<file path="config.mk">
export PLATFORM = sky130hd
export DESIGN_NAME = ctrl_link_slave_framer
export DESIGN_NICKNAME = d
export VERILOG_FILES = /design/src/rtl/ctrl_link_slave_framer.sv
export SDC_FILE = /design/constraint.sdc
export NUM_CORES = 1
export LEC_CHECK = 0
export CORE_MARGIN = 2
export CORE_UTILIZATION = 55
export DETAILED_ROUTE_END_ITERATION = 7
export PLACE_DENSITY = 0.81
export SKIP_CTS_REPAIR_TIMING = 1
export SLEW_MARGIN = 0
export SYNTH_ARGS = -nofsm -noshare
export SYNTH_HDL_FRONTEND = slang
export SYNTH_SLANG_ARGS = --single-unit
</file>
<file path="constraint.sdc">
create_clock -name byte_clk -period 3.9 [get_ports byte_clk]
set_input_delay 0.78 -clock byte_clk [delete_from_list [all_inputs] [get_ports byte_clk]]
set_output_delay 0.78 -clock byte_clk [all_outputs]
set_load 0.01 [all_outputs]
</file>
<file path="src/rtl/ctrl_link_slave_framer.sv">
// ctrl_link_slave_framer: byte-level control-link slave on byte_clk.
// Deframes comma-led request frames into a strobe/ack register-bus
// transaction, with tag de-duplication and an ack timeout, and streams
// status/readback frames back continuously.
// Build macro CTRL_LINK_CHECKSUM_EN: inbound and outbound frames carry a
// trailing XOR checksum byte; a bad inbound checksum discards the frame.
module ctrl_link_slave_framer #(
    parameter int ADDR_BYTES     = 2,
    parameter int DATA_BYTES     = 4,
    parameter int TIMEOUT_CYCLES = 255
) (
    input  logic                    byte_clk,
    input  logic                    reset,
    input  logic                    link_ok,
    input  logic [7:0]              rx_byte,
    input  logic                    rx_k,
    output logic [7:0]              tx_byte,
    output logic                    tx_k,
    output logic [8*ADDR_BYTES-1:0] address,
    output logic [8*DATA_BYTES-1:0] data_out,
    output logic                    request_is_write,
    output logic                    strobe,
    input  logic                    ack,
    input  logic [8*DATA_BYTES-1:0] data_in,
    output logic [7:0]              frame_err_count
);
`ifdef CTRL_LINK_CHECKSUM_EN
    localparam int CK = 1;
`else
    localparam int CK = 0;
`endif
    // bytes stored after the comma, and outbound frame length
    localparam int RX_BYTES = 1 + ADDR_BYTES + DATA_BYTES + CK;
    localparam int TX_LEN   = 2 + DATA_BYTES + CK;
    localparam int IDX_W    = $clog2(RX_BYTES + 1);
    localparam int PTR_W    = $clog2(TX_LEN + 1);
    localparam int TMR_W    = $clog2(TIMEOUT_CYCLES + 1);
    localparam logic [7:0] COMMA = 8'h3C;

    typedef enum logic [1:0] {HUNT, COLLECT, COMMIT} rx_state_t;

    rx_state_t                 state, state_nxt;
    logic [IDX_W-1:0]          idx, idx_nxt;
    logic                      store, frame_err;
    logic [RX_BYTES-1:0][7:0]  rx_buf;
    logic [7:0]                rx_flags;
    logic [8*ADDR_BYTES-1:0]   rx_addr;
    logic [8*DATA_BYTES-1:0]   rx_data;
    logic                      ck_bad, accept;
    logic [1:0]                unused_flags;

    logic [3:0]                last_tag;
    logic                      tag_valid, done, err, busy;
    logic [TMR_W-1:0]          timer;
    logic [8*DATA_BYTES-1:0]   rd_data;

    logic [PTR_W-1:0]          tx_ptr;
    logic [7:0]                snap_status, tx_data_sel;
    logic [DATA_BYTES-1:0][7:0] snap_data;

    assign rx_flags     = rx_buf[0];
    assign rx_addr      = rx_buf[ADDR_BYTES:1];
    assign rx_data      = rx_buf[ADDR_BYTES+DATA_BYTES:ADDR_BYTES+1];
    assign unused_flags = rx_flags[3:2];

`ifdef CTRL_LINK_CHECKSUM_EN
    logic [7:0] rx_ck, tx_ck;
    // XOR over payload plus checksum byte is zero for a good frame
    always_comb begin
        rx_ck = 8'h00;
        for (int i = 0; i < RX_BYTES; i++) rx_ck ^= rx_buf[i];
    end
    assign ck_bad = (rx_ck != 8'h00);
    // outbound checksum over the snapshotted status and data bytes
    always_comb begin
        tx_ck = snap_status;
        for (int i = 0; i < DATA_BYTES; i++) tx_ck ^= snap_data[i];
    end
`else
    assign ck_bad = 1'b0;
`endif

    // a busy slave or a repeated tag drops the frame silently
    assign accept = (state == COMMIT) && !ck_bad && rx_flags[0] && !strobe &&
                    (!tag_valid || (rx_flags[7:4] != last_tag));

    // rx framer state register and payload capture
    always_ff @(posedge byte_clk) begin
        if (reset) begin
            state  <= HUNT;
            idx    <= '0;
            rx_buf <= '0;
        end else begin
            state <= state_nxt;
            idx   <= idx_nxt;
            for (int i = 0; i < RX_BYTES; i++)
                if (store && (idx == IDX_W'(i))) rx_buf[i] <= rx_byte;
        end
    end

    // rx framer next state; comma mid-frame restarts, other K aborts
    always_comb begin
        state_nxt = state;
        idx_nxt   = idx;
        store     = 1'b0;
        frame_err = 1'b0;
        case (state)
            HUNT: begin
                if (link_ok && rx_k && (rx_byte == COMMA)) begin
                    state_nxt = COLLECT;
                    idx_nxt   = '0;
                end
            end
            COLLECT: begin
                if (!link_ok) begin
                    state_nxt = HUNT;
                end else if (rx_k && (rx_byte == COMMA)) begin
                    idx_nxt   = '0;
                    frame_err = 1'b1;
                end else if (rx_k) begin
                    state_nxt = HUNT;
                    frame_err = 1'b1;
                end else begin
                    store = 1'b1;
                    if (idx == IDX_W'(RX_BYTES - 1)) state_nxt = COMMIT;
                    else                             idx_nxt   = idx + IDX_W'(1);
                end
            end
            COMMIT: begin
                state_nxt = HUNT;
                frame_err = ck_bad;
            end
            default: state_nxt = HUNT;
        endcase
    end

    // saturating count of discarded inbound frames
    always_ff @(posedge byte_clk) begin
        if (reset)                                  frame_err_count <= 8'h00;
        else if (frame_err && frame_err_count != 8'hFF) frame_err_count <= frame_err_count + 8'h01;
    end

    // bus transaction: launch on accept, end on ack (wins) or timeout
    always_ff @(posedge byte_clk) begin
        if (reset) begin
            address          <= '0;
            data_out         <= '0;
            request_is_write <= 1'b0;
            strobe           <= 1'b0;
            last_tag         <= 4'h0;
            tag_valid        <= 1'b0;
            done             <= 1'b0;
            err              <= 1'b0;
            busy             <= 1'b0;
            timer            <= '0;
            rd_data          <= '0;
        end else if (accept) begin
            address          <= rx_addr;
            data_out         <= rx_data;
            request_is_write <= rx_flags[1];
            last_tag         <= rx_flags[7:4];
            tag_valid        <= 1'b1;
            strobe           <= 1'b1;
            busy             <= 1'b1;
            done             <= 1'b0;
            err              <= 1'b0;
            timer            <= '0;
        end else if (strobe) begin
            if (ack) begin
                strobe <= 1'b0;
                done   <= 1'b1;
                busy   <= 1'b0;
                if (!request_is_write) rd_data <= data_in;
            end else if (timer == TMR_W'(TIMEOUT_CYCLES - 1)) begin
                strobe <= 1'b0;
                done   <= 1'b1;
                err    <= 1'b1;
                busy   <= 1'b0;
            end else begin
                timer <= timer + TMR_W'(1);
            end
        end
    end

    // pick the readback byte for the current tx pointer
    always_comb begin
        tx_data_sel = 8'h00;
        for (int i = 0; i < DATA_BYTES; i++)
            if (tx_ptr == PTR_W'(i + 2)) tx_data_sel = snap_data[i];
    end

    // outbound stream; status and data frozen when the comma goes out
    always_ff @(posedge byte_clk) begin
        if (reset) begin
            tx_ptr      <= '0;
            tx_byte     <= 8'h00;
            tx_k        <= 1'b0;
            snap_status <= 8'h00;
            snap_data   <= '0;
        end else begin
            tx_ptr <= (tx_ptr == PTR_W'(TX_LEN - 1)) ? '0 : tx_ptr + PTR_W'(1);
            tx_k   <= (tx_ptr == '0);
            if (tx_ptr == '0) begin
                tx_byte     <= COMMA;
                snap_status <= {last_tag, 1'b0, err, busy, done};
                snap_data   <= rd_data;
            end else if (tx_ptr == PTR_W'(1)) begin
                tx_byte <= snap_status;
`ifdef CTRL_LINK_CHECKSUM_EN
            end else if (tx_ptr == PTR_W'(TX_LEN - 1)) begin
                tx_byte <= tx_ck;
`endif
            end else begin
                tx_byte <= tx_data_sel;
            end
        end
    end

endmodule

</file>
# Word level (Yosys, flattened, before mapping)
# Cells that the tools add are included.
# totals
register_bits	218
input_bits	45
out_inout_bits	67
word_cells	131
# classes
n_reduce_logical	34
add_sub_neg	4
eq_ne	23
n_bitwise	4
mux	36
# ops
operator	count
8-bit 2-to-1 mux	5
1-bit 2-to-1 mux	18
8-bit by 1-bit adder with 8-bit output (second input constant)	2
3-bit == test (second input constant)	5
3-bit 2-to-1 mux	5
1-bit logical AND	14
3-bit by 2-bit == test with 1-bit output (second input constant)	4
2-bit 2-to-1 mux	5
3-bit inequality test (second input constant)	3
3-bit AND reduction	3
8-bit by 6-bit == test with 1-bit output (second input constant)	1
8-bit == test (second input constant)	1
8-bit inequality test (second input constant)	1
3-bit by 1-bit adder with 3-bit output (second input constant)	2
3-bit by 1-bit == test with 1-bit output (second input constant)	2
3-bit logical NOT	2
6-bit 2-to-1 mux	1
3-bit one-hot mux with 2 select lines	1
2-bit nonzero test	3
2-bit OR reduction	3
5-bit AND reduction	1
2-bit inequality test (second input constant)	2
4-bit inequality test	1
4-bit inequality test (second input constant)	1
10 further kinds	15

# Longest topological paths before layout
# Gate-level depths: netlist of the first run.
# depth
word_depth	7
mapped_depth	8
ltp_nobuf	6

# Least setup slack after synthesis of the first run
# OpenSTA, ideal clock, no wires.
# synth_path
path_kind	input-to-reg
from	input port rx_byte[4]
to	register idx[0]
slack_ns	1.921
t_required_ns	3.779
t_arrival_ns	1.859
path_stages	5
n_path_buf	1
setup_time_ns	0.121
path_cell_list	clkbuf_1 > nand4_1 > nor4_1 > a21o_1 > mux2_2
# synth_via
elab_chain_cells	5
elab_cells_between_ends	10
cone_classes	eq/ne: 4; mux: 3; reduce/logical: 3
# synth_lines
element	line	rtl
from (decl)	15	input logic [7:0] rx_byte,
8-bit by 6-bit == test with 1-bit output (*)	109, 117	
1-bit logical AND	117	end else if (rx_k && (rx_byte == COMMA)) begin
3-bit 2-to-1 mux	117	
3-bit 2-to-1 mux	115	if (!link_ok) begin
3-bit one-hot mux with 2 select lines	107	case (state)
to (signal assigned)	95	idx <= idx_nxt;
to (decl)	43	logic [IDX_W-1:0] idx, idx_nxt;
# Mark *: on every way between the ends. The rest lies on a longest branch, timed or not. The select of a mux whose other input is x is not followed.
# A chain may end at the register's enable or synchronous reset.

# Final worst setup path of the first run
# layout_path
from	register tx_ptr[2]
to	register tx_byte[5]
# layout_via
elab_chain_cells	7
elab_cells_between_ends	12
cone_classes	eq/ne: 5; mux: 6; reduce/logical: 1
# layout_lines
element	line	rtl
from (decl)	57	logic [PTR_W-1:0] tx_ptr;
from (signal assigned)	201	tx_ptr <= (tx_ptr == PTR_W'(TX_LEN - 1)) ? '0 : tx_ptr + PTR_W'(1);
3-bit by 2-bit == test with 1-bit output	189	if (tx_ptr == PTR_W'(i + 2)) tx_data_sel = snap_data[i];
8-bit 2-to-1 mux (4 in a row)	189	
8-bit 2-to-1 mux	207	end else if (tx_ptr == PTR_W'(1)) begin
6-bit 2-to-1 mux (*)	203	if (tx_ptr == '0) begin
to (signal assigned)	208	tx_byte <= snap_status;
to (signal assigned)	214	tx_byte <= tx_data_sel;
to (decl)	17	output logic [7:0] tx_byte,
# Mark *: on every way between the ends. The rest lies on a longest branch, timed or not.

==> flow_summary.json, run 1 <==
{
  "p_per_area_mw_per_mm2": 409,
  "ioPinCount": 112,
  "cp_max_fo": 16,
  "synth.most_common_cell": "dfxtp_1",
  "critPathLaunchType": "flip-flop",
  "worst_hold_slack_ps": 452,
  "maxClockFrequency_mhz": 385,
  "dr.pass1.iters": 6,
  "syn_to_final_growth_pct": 20.0,
  "antennaDiodeCount": 0,
  "hold_path.class": "flip-flop to flip-flop",
  "port_buffers": 111,
  "track_usage": 0.236,
  "die_area_mm2": 0.0180,
  "clkLatencyLatePin_ps": 500,
  "fillers": 1305,
  "dp_hpwl_mm": 13.8,
  "tns_ps": 0,
  "syn_area_mm2": 0.00933,
  "coreArea_mm2": 0.0166,
  "htreeDepth": 1,
  "postRouteAntennaNets": 0,
  "synth.top_cell.area_share": 0.463,
  "cts.reportedPaths.clkPinSlew_ps": 60,
  "maxSlewHeadroom": 0.305,
  "worst_slew_pin_slew_ps": 1040,
  "gp_congestion": 0.818,
  "vias": 7763,
  "finalCritPeriodShare": 0.667,
  "multi_input_area_mm2": 0.00459,
  "critPathSlowestCell": "dfxtp_1",
  "status": "finished, final reports clean",
  "wirelength_mm": 22.0,
  "cts_buffer_depth": 3,
  "regArea_mm2": 0.00432,
  "drive_gt1_frac": 0.0717,
  "syn_nets": 1077,
  "yosysSeqAreaShare": 0.463,
  "grt_pass1_vias": 7221,
  "final_hold_viol_count": 0,
  "synthTopCellsByArea": "dfxtp_1, mux2i_1, a32oi_1",
  "yosys.area.top_type": "dfxtp_1",
  "root_buffer": "clkbuf_16",
  "critical_path.cell_chain": "inv_1 -> ha_1 -> nor3b_4 -> a221oi_1 -> or3_1 -> a21oi_1",
  "placed_area_mm2": 0.0105,
  "yosys_most_used_dff": "dfxtp_1",
  "first_iter_violations": 520,
  "cts_buffers": 23,
  "ys_types": 57,
  "critPathCaptureType": "flip-flop",
  "die_w_um": 134,
  "rsz0062_at_grt": "no",
  "max-vdd-ir-drop_uv": 374,
  "yosysWarnings": 0,
  "crit_required_ps": 4320,
  "die-height_um": 134,
  "final_nets": 1133,
  "start_util": 0.563,
  "grt_max_degree": 69,
  "maxCapViolCount": 0,
  "period_needed_ps": 2600,
  "syn_inst": 1019,
  "cts_tree": "built",
  "overflow": 0,
  "cp.arrival_ps": 3020,
  "synthTopCellsByCount": "dfxtp_1, nand2_1, nor2_1",
  "synth_edf_count": 0,
  "setup-violations-final": 0,
  "crit_type": "flip-flop to flip-flop",
  "row_count": 47,
  "slowest_delay_ps": 740,
  "final_area_mm2": 0.0112,
  "avgSynthCellArea_um2": 9.16,
  "fin_skew_ps": 6.98,
  "finalMaxSlewViolations": 0,
  "drc": 0,
  "grt_pass1_wl_mm": 35.7,
  "ys_async_sr_fraction": 0,
  "antenna_found_initial": 0,
  "synth_seq_cells": 216,
  "viasPerCell": 5.94,
  "p_leak_nw": 4.34,
  "cts.sinks": 216,
  "wire_per_inst_um": 16.8
}
-- worst max-delay path: cells and delay by family, from the launching register on --
family | cells | cell delay (ps)
compound gates | 2 | 360
fa+ha+maj | 1 | 400
buf+inv | 1 | 220
flops | 1 | 740
simple gates | 2 | 780
-- per-stage QoR --
stage                     setup slack (ps)  total power, W   util  instances
after floorplan                       1920         0.00239      -       1019
after global placement                1190         0.00248  0.631       1270
after detailed placement              1150         0.00249  0.631       1270
after CTS                             1330         0.00461  0.675       1308
after global routing                  1120         0.00472  0.675       1308
final                                 1300         0.00459  0.675       1308
-- kinds of logic after synthesis --
logic type,share of synthesized area
AND/OR/NAND/NOR,0.251
flip-flops,0.463
AO/OA/AOI/OAI,0.143
buffers and inverters,0.0481
multiplexers,0.0653
XOR/XNOR,0.0122
adder cells (fa/ha/maj),0.0174
-- worst paths after layout --
kind / startpoint / end / slack [ps] / depth (start not counted)
worst max-delay path: tx_ptr[2] / tx_byte[5] / 1300 / 6
worst min-delay path: rd_data[27] / rd_data[27] / 450 / 2
worst min register to register: rd_data[27] / rd_data[27] / 450 / 2
worst max register to register: tx_ptr[2] / tx_byte[5] / 1300 / 6
-- cells in the final DEF (no fill, tap or decap), types with 4 or more instances in the layout --
cell,instances
a21oi_1,57
a221oi_1,8
a22o_1,40
a31oi_1,4
a32oi_1,50
and2_1,4
buf_4,12
clkbuf_1,4
clkbuf_16,23
clkbuf_8,5
clkdlybuf4s50_1,110
clkinv_2,4
dfxtp_1,216
ha_1,13
inv_1,13
mux2_2,7
mux2i_1,53
nand2_1,89
nand2b_1,51
nand3_1,65
nand3_2,5
nand4_1,51
nor2_1,74
nor3_1,10
nor3b_1,51
or3_1,8
xnor2_1,4
xor2_1,9
-- layer usage --
layer	global-route usage	vias to the layer above	wire length, µm
met2	0.405	231	10700
met3	0.0363	37	1160
met5	0	-	0
met4	0.0579	0	430
li1	-	3809	-
met1	0.313	3686	9720
-- registers in the layout, indices dropped and copies added (netlist names) --
name,cells
done,1
rx_flags,6
err,1
frame_err_count,8
data_out,32
rx_buf,32
rd_data,32
snap_status,7
idx,3
rx_addr,16
last_tag,4
tx_k,1
tx_byte,8
busy,1
tx_ptr,3
strobe,1
state,2
snap_data,32
timer,8
address,16
tag_valid,1
request_is_write,1
-- power by group --
group	internal [W]	switching, W
registers	0.00222	0.00000776
clock network	0.00130	0.000845
logic	0.0000800	0.000136
total	0.00360	0.000989
-- area by class of cell --
cell class | instances | share of cell area
Sequential cell | 216 | 0.386
Clock buffer | 32 | 0.0589
Timing Repair Buffer | 123 | 0.108
Clock inverter | 6 | 0.00715
Inverter | 15 | 0.00503
Multi-Input combinational cell | 696 | 0.410
Tap cell | 220 | 0.0246
Note: power is estimated with default switching activity, not from simulation.
==> run 2: changes to the inputs <==
==> constraint.sdc (replaced) <==
create_clock -name byte_clk -period 2.7 [get_ports byte_clk]
set_input_delay 0.54 -clock byte_clk [delete_from_list [all_inputs] [get_ports byte_clk]]
set_output_delay 0.54 -clock byte_clk [all_outputs]
set_load 0.01 [all_outputs]
==> run 2 against run 1 <==
Effect of this change: sequential share of layout area decreased by 0.71 points; clock power rose by 51%; register-to-register slack worse by 850 ps; wire length increased by 1.6%.
==> flow_summary.json, run 2 (synthesis gave the netlist of run 1 again) <==
{
  "drive_gt1_frac": 0.0869,
  "vias": 7865,
  "met1_length_mm": 9.89,
  "cp.arrival_ps": 2690,
  "cts_buffer_depth": 3,
  "final_area_mm2": 0.0114,
  "crit_type": "flip-flop to flip-flop",
  "dr.pass1.iters": 5,
  "cts.sinks": 216,
  "final_nets": 1147,
  "r2r_start": "tx_ptr[0]",
  "syn_to_final_growth_pct": 22.3,
  "die_w_um": 134,
  "cts_buffers": 23,
  "track_usage": 0.241,
  "cts_tree": "built",
  "root_buffer": "clkbuf_16",
  "crit_required_ps": 3140,
  "worst_slew_pin_slew_ps": 953,
  "critPathLaunchType": "flip-flop",
  "viasPerCell": 5.94,
  "overflow": 0,
  "drc": 0,
  "placed_area_mm2": 0.0106,
  "worst_hold_slack_ps": 454,
  "hold_start": "rd_data[13]",
  "power_w": 0.00679,
  "postRouteAntennaNets": 0,
  "rsz0062_at_grt": "no",
  "hold_path.class": "flip-flop to flip-flop",
  "wire_per_inst_um": 16.8,
  "clkLatencyLatePin_ps": 500,
  "row_count": 47,
  "maxClockFrequency_mhz": 445,
  "htreeDepth": 1,
  "maxSlewHeadroom": 0.364,
  "status": "finished, final reports clean",
  "max-vdd-ir-drop_uv": 418,
  "gp_congestion": 0.839,
  "grt_pass1_wl_mm": 36.4,
  "cp_max_fo": 23,
  "period_needed_ps": 2240,
  "critPathCaptureType": "flip-flop",
  "cts.reportedPaths.clkPinSlew_ps": 60,
  "die-height_um": 134,
  "mostFrequentLayoutCells": "dfxtp_1, clkdlybuf4s50_1, nand2_1, nor2_1, nand3_1",
  "setup-violations-final": 0,
  "coreArea_mm2": 0.0166,
  "route.met3.wl_mm": 1.27,
  "met2_length_mm": 10.8,
  "r2r_cells": 6,
  "antennaDiodeCount": 0,
  "first_iter_violations": 692,
  "final_hold_viol_count": 0,
  "grt_max_degree": 138,
  "crit_start": "tx_ptr[0]",
  "critPathSlowestCell": "nor2_2",
  "crit_path_end": "snap_data[2]",
  "finalCritPeriodShare": 0.831,
  "finalMaxSlewViolations": 0,
  "slowest_delay_ps": 750,
  "fin_util": 0.688,
  "port_buffers": 111,
  "antenna_found_initial": 0,
  "grt_pass1_vias": 7382,
  "start_util": 0.563,
  "worstReg2RegEnd": "snap_data[2]",
  "wirelength_mm": 22.3,
  "dr.max_layer_used": "met4",
  "final_common_cell": "dfxtp_1",
  "ioPinCount": 112,
  "maxCapViolCount": 0,
  "fin_skew_ps": 10.3,
  "p_leak_nw": 4.46,
  "p_per_area_mw_per_mm2": 595,
  "tns_ps": 0,
  "dp_hpwl_mm": 13.6,
  "r2r_slack_ps": 460,
  "die_area_mm2": 0.0180,
  "critical_path.cell_chain": "inv_1 -> ha_1 -> nand2_1 -> nor2_2 -> buf_4 -> a22o_1"
}
==> run 2: changes by cell type in the layout (fill, tap and decap cells not counted) <==
cell / previous run / this run
clkinv_4: 0 / 1
clkbuf_8: 5 / 9
buf_4: 12 / 22
clkinv_2: 4 / 3
buf_12: 1 / 5
clkbuf_1: 4 / 3
==> run 2: where the power goes <==
| group | internal [W] | switching (W) | total, W |
|---|---|---|---|
| Sequential | 0.00320 | 0.00000609 | 0.00321 |
| Clock | 0.00200 | 0.00125 | 0.00324 |
| Combinational | 0.000131 | 0.000206 | 0.000338 |
| Total | 0.00533 | 0.00146 | 0.00679 |
==> run 2: worst min path at each step <==
stage,slack [ps],to,cells after the start
CTS,450,rx_buf[26],2
finish,450,rd_data[13],2
floorplan,430,rx_buf[24],2
detailed placement,440,rx_buf[26],2
global placement,440,rx_buf[26],2
global route,470,rx_buf[29],2
==> run 2: metrics by stage <==
stage / instances / setup WS [ps]
4_1_cts: 1325 / 475
3_3_place_gp: 1284 / 385
6_report: 1325 / 455
2_1_floorplan: 1019 / 906
3_5_place_dp: 1284 / 350
5_1_grt: 1325 / 275
==> run 2: final cells by class <==
class | instances | area (µm²)
multi-input cells | 696 | 4590
inverters | 15 | 56.3
flip-flops and latches | 216 | 4320
fillers | 1270 | 5170
repair buffers | 137 | 1370
clock inverters | 6 | 83.8
well taps | 220 | 275
clock buffers | 35 | 711
==> run 2: layer usage <==
| layer | up-vias | global-route usage |
|---|---|---|
| met5 | - | 0 |
| met4 | 0 | 0.0626 |
| met3 | 37 | 0.0314 |
| met2 | 234 | 0.412 |
| met1 | 3770 | 0.324 |
| li1 | 3824 | - |
==> run 2: worst max-delay path: cells and delay by family, from the launching register on <==
kind / cells / cell delay (ps)
and+or+nand+nor: 2 / 910
buffers and inverters: 2 / 430
adders and majority gates: 1 / 370
DFF: 1 / 330
AOI/OAI and AO/OA: 1 / 140
==> run 3: changes to the inputs <==
--- a/config.mk
+++ b/config.mk
@@ -6,9 +6,9 @@
 export NUM_CORES = 1
 export LEC_CHECK = 0
 export CORE_MARGIN = 2
-export CORE_UTILIZATION = 55
+export CORE_UTILIZATION = 50
 export DETAILED_ROUTE_END_ITERATION = 7
-export PLACE_DENSITY = 0.81
+export PLACE_DENSITY = 0.78
 export SKIP_CTS_REPAIR_TIMING = 1
 export SLEW_MARGIN = 0
 export SYNTH_ARGS = -nofsm -noshare
==> constraint.sdc (replaced) <==
create_clock -name byte_clk -period 1.99 [get_ports byte_clk]
set_input_delay 0.398 -clock byte_clk [delete_from_list [all_inputs] [get_ports byte_clk]]
set_output_delay 0.398 -clock byte_clk [all_outputs]
set_load 0.01 [all_outputs]
==> run 3 against run 2 <==
Effect of this change: total power is 33% higher; flip-flop and latch count stayed put; clock power is 29% higher; first-iteration DRC count is 23% lower; critical path type is now flip-flop to output pin; via count is 0.41% higher; combinational power is 44% higher; highest routed layer unchanged; largest power group is now sequential cells.
==> flow_summary.json, run 3 (synthesis gave the netlist of run 1 again) <==
{
  "clkLatencyLatePin_ps": 510,
  "overflow": 0,
  "hold_start": "reset",
  "cts_buffers": 23,
  "internal_power_w": 0.00707,
  "fin_skew_ps": 16.0,
  "port_buffers": 111,
  "first_iter_violations": 536,
  "slowest_delay_ps": 580,
  "postRouteAntennaNets": 0,
  "seqPwrFrac": 0.482,
  "root_buffer": "clkbuf_16",
  "critPathCaptureType": "output pin",
  "p_switching_w": 0.00195,
  "finalCritPeriodShare": 0.965,
  "cts.reportedPaths.clkPinSlew_ps": 60,
  "grt_max_degree": 100,
  "htreeDepth": 1,
  "dr.pass1.iters": 5,
  "wire_per_inst_um": 16.6,
  "maxCapViolCount": 0,
  "critPathTopFamily": "buffers and inverters",
  "ioPinCount": 112,
  "vias": 7897,
  "crit_start": "frame_err_count[3]",
  "cts_tree": "built",
  "p_leak_nw": 4.54,
  "track_usage": 0.221,
  "final_hold_viol_count": 0,
  "r2r_start": "tx_ptr[0]",
  "grt_pass1_wl_mm": 37.0,
  "cts_buffer_depth": 3,
  "crit_type": "flip-flop to output pin",
  "fin_util": 0.635,
  "critPathSlowestCell": "clkdlybuf4s50_1",
  "maxSlewHeadroom": 0.404,
  "wirelength_mm": 22.4,
  "die-height_um": 141,
  "antenna_found_initial": 0,
  "cp_max_fo": 7,
  "crit_buf_inv": 1,
  "postLayoutSetupSlackWorst_ps": 69.0,
  "row_count": 49,
  "place_ws_ps": -135,
  "period_needed_ps": 1920,
  "coreArea_mm2": 0.0181,
  "rsz0062_at_grt": "no",
  "maxClockFrequency_mhz": 521,
  "final_nets": 1163,
  "critical_path.cell_chain": "clkdlybuf4s50_1",
  "max-vdd-ir-drop_uv": 585,
  "worst_slew_pin_slew_ps": 895,
  "cts.sinks": 216,
  "die_area_mm2": 0.0198,
  "cp.arrival_ps": 1520,
  "hold_path.class": "input port to flip-flop",
  "antennaDiodeCount": 0,
  "dp_hpwl_mm": 14.0,
  "viasPerCell": 5.86,
  "grt_pass1_vias": 7369,
  "p_clk_frac": 0.464,
  "drive_gt1_frac": 0.0974,
  "die_w_um": 141,
  "gp_congestion": 0.833,
  "power_frac_comb": 0.054,
  "tns_ps": 0,
  "final_common_cell": "dfxtp_1",
  "drc": 0,
  "syn_to_final_growth_pct": 23.6,
  "p_per_area_mw_per_mm2": 782,
  "start_util": 0.514,
  "crit_required_ps": 1590,
  "critPathLaunchType": "flip-flop",
  "finalMaxSlewViolations": 0,
  "status": "finished, final reports clean",
  "setup-violations-final": 0,
  "mostFrequentLayoutCells": "dfxtp_1, clkdlybuf4s50_1, nand2_1, nor2_1, nand3_1",
  "netSwitchingFraction": 0.216
}
==> run 3: cell types whose count changed in the layout (fill, tap and decap cells not counted), moves of 2 or more <==
cell	previous run	this run
buf_4	22	35
clkbuf_8	9	4
buf_12	5	8
clkbuf_1	3	5
==> run 3: worst paths after layout <==
kind	cells past startpoint	to	slack [ps]
max	1	frame_err_count[3]	70
min	2	rd_data[19]	190
max reg2reg	7	tx_byte[0]	100
min reg2reg	2	rd_data[19]	450
==> run 3: power groups by stage <==
stage | sequential [W] | combinational (W) | clock [W]
after floorplan | 0.00445 | 0.000224 | 0
after global placement | 0.00445 | 0.000468 | 0
after detailed placement | 0.00445 | 0.000472 | 0
after CTS | 0.00435 | 0.000475 | 0.00427
after global routing | 0.00435 | 0.000521 | 0.00445
final | 0.00435 | 0.000486 | 0.00418
==> run 3: metal layers <==
layer,global-route usage,share of wire,vias up
met2,0.369,0.47,219
met3,0.0302,0.049,49
met5,0,0,-
met1,0.298,0.45,3767
met4,0.0711,0.027,0
li1,-,-,3862
==> run 3: final cells by class <==
class,count,area [µm²]
clock inverters,7,91.3
inverters,15,56.3
clock buffers,32,649
flip-flops and latches,216,4320
repair buffers,153,1530
multi-input cells,696,4600
fillers,1489,6620
well taps,229,287
==> run 3: metrics by stage <==
| step | area (µm²) | instances | hold WS [ps] | power [W] |
|---|---|---|---|---|
| floorplan | 9330 | 1019 | 432 | 0.00468 |
| global placement | 10800 | 1307 | 443 | 0.00491 |
| detailed placement | 10800 | 1307 | 447 | 0.00492 |
| CTS | 11500 | 1346 | 176 | 0.00910 |
| global route | 11500 | 1348 | 187 | 0.00932 |
| finish | 11500 | 1348 | 193 | 0.00902 |
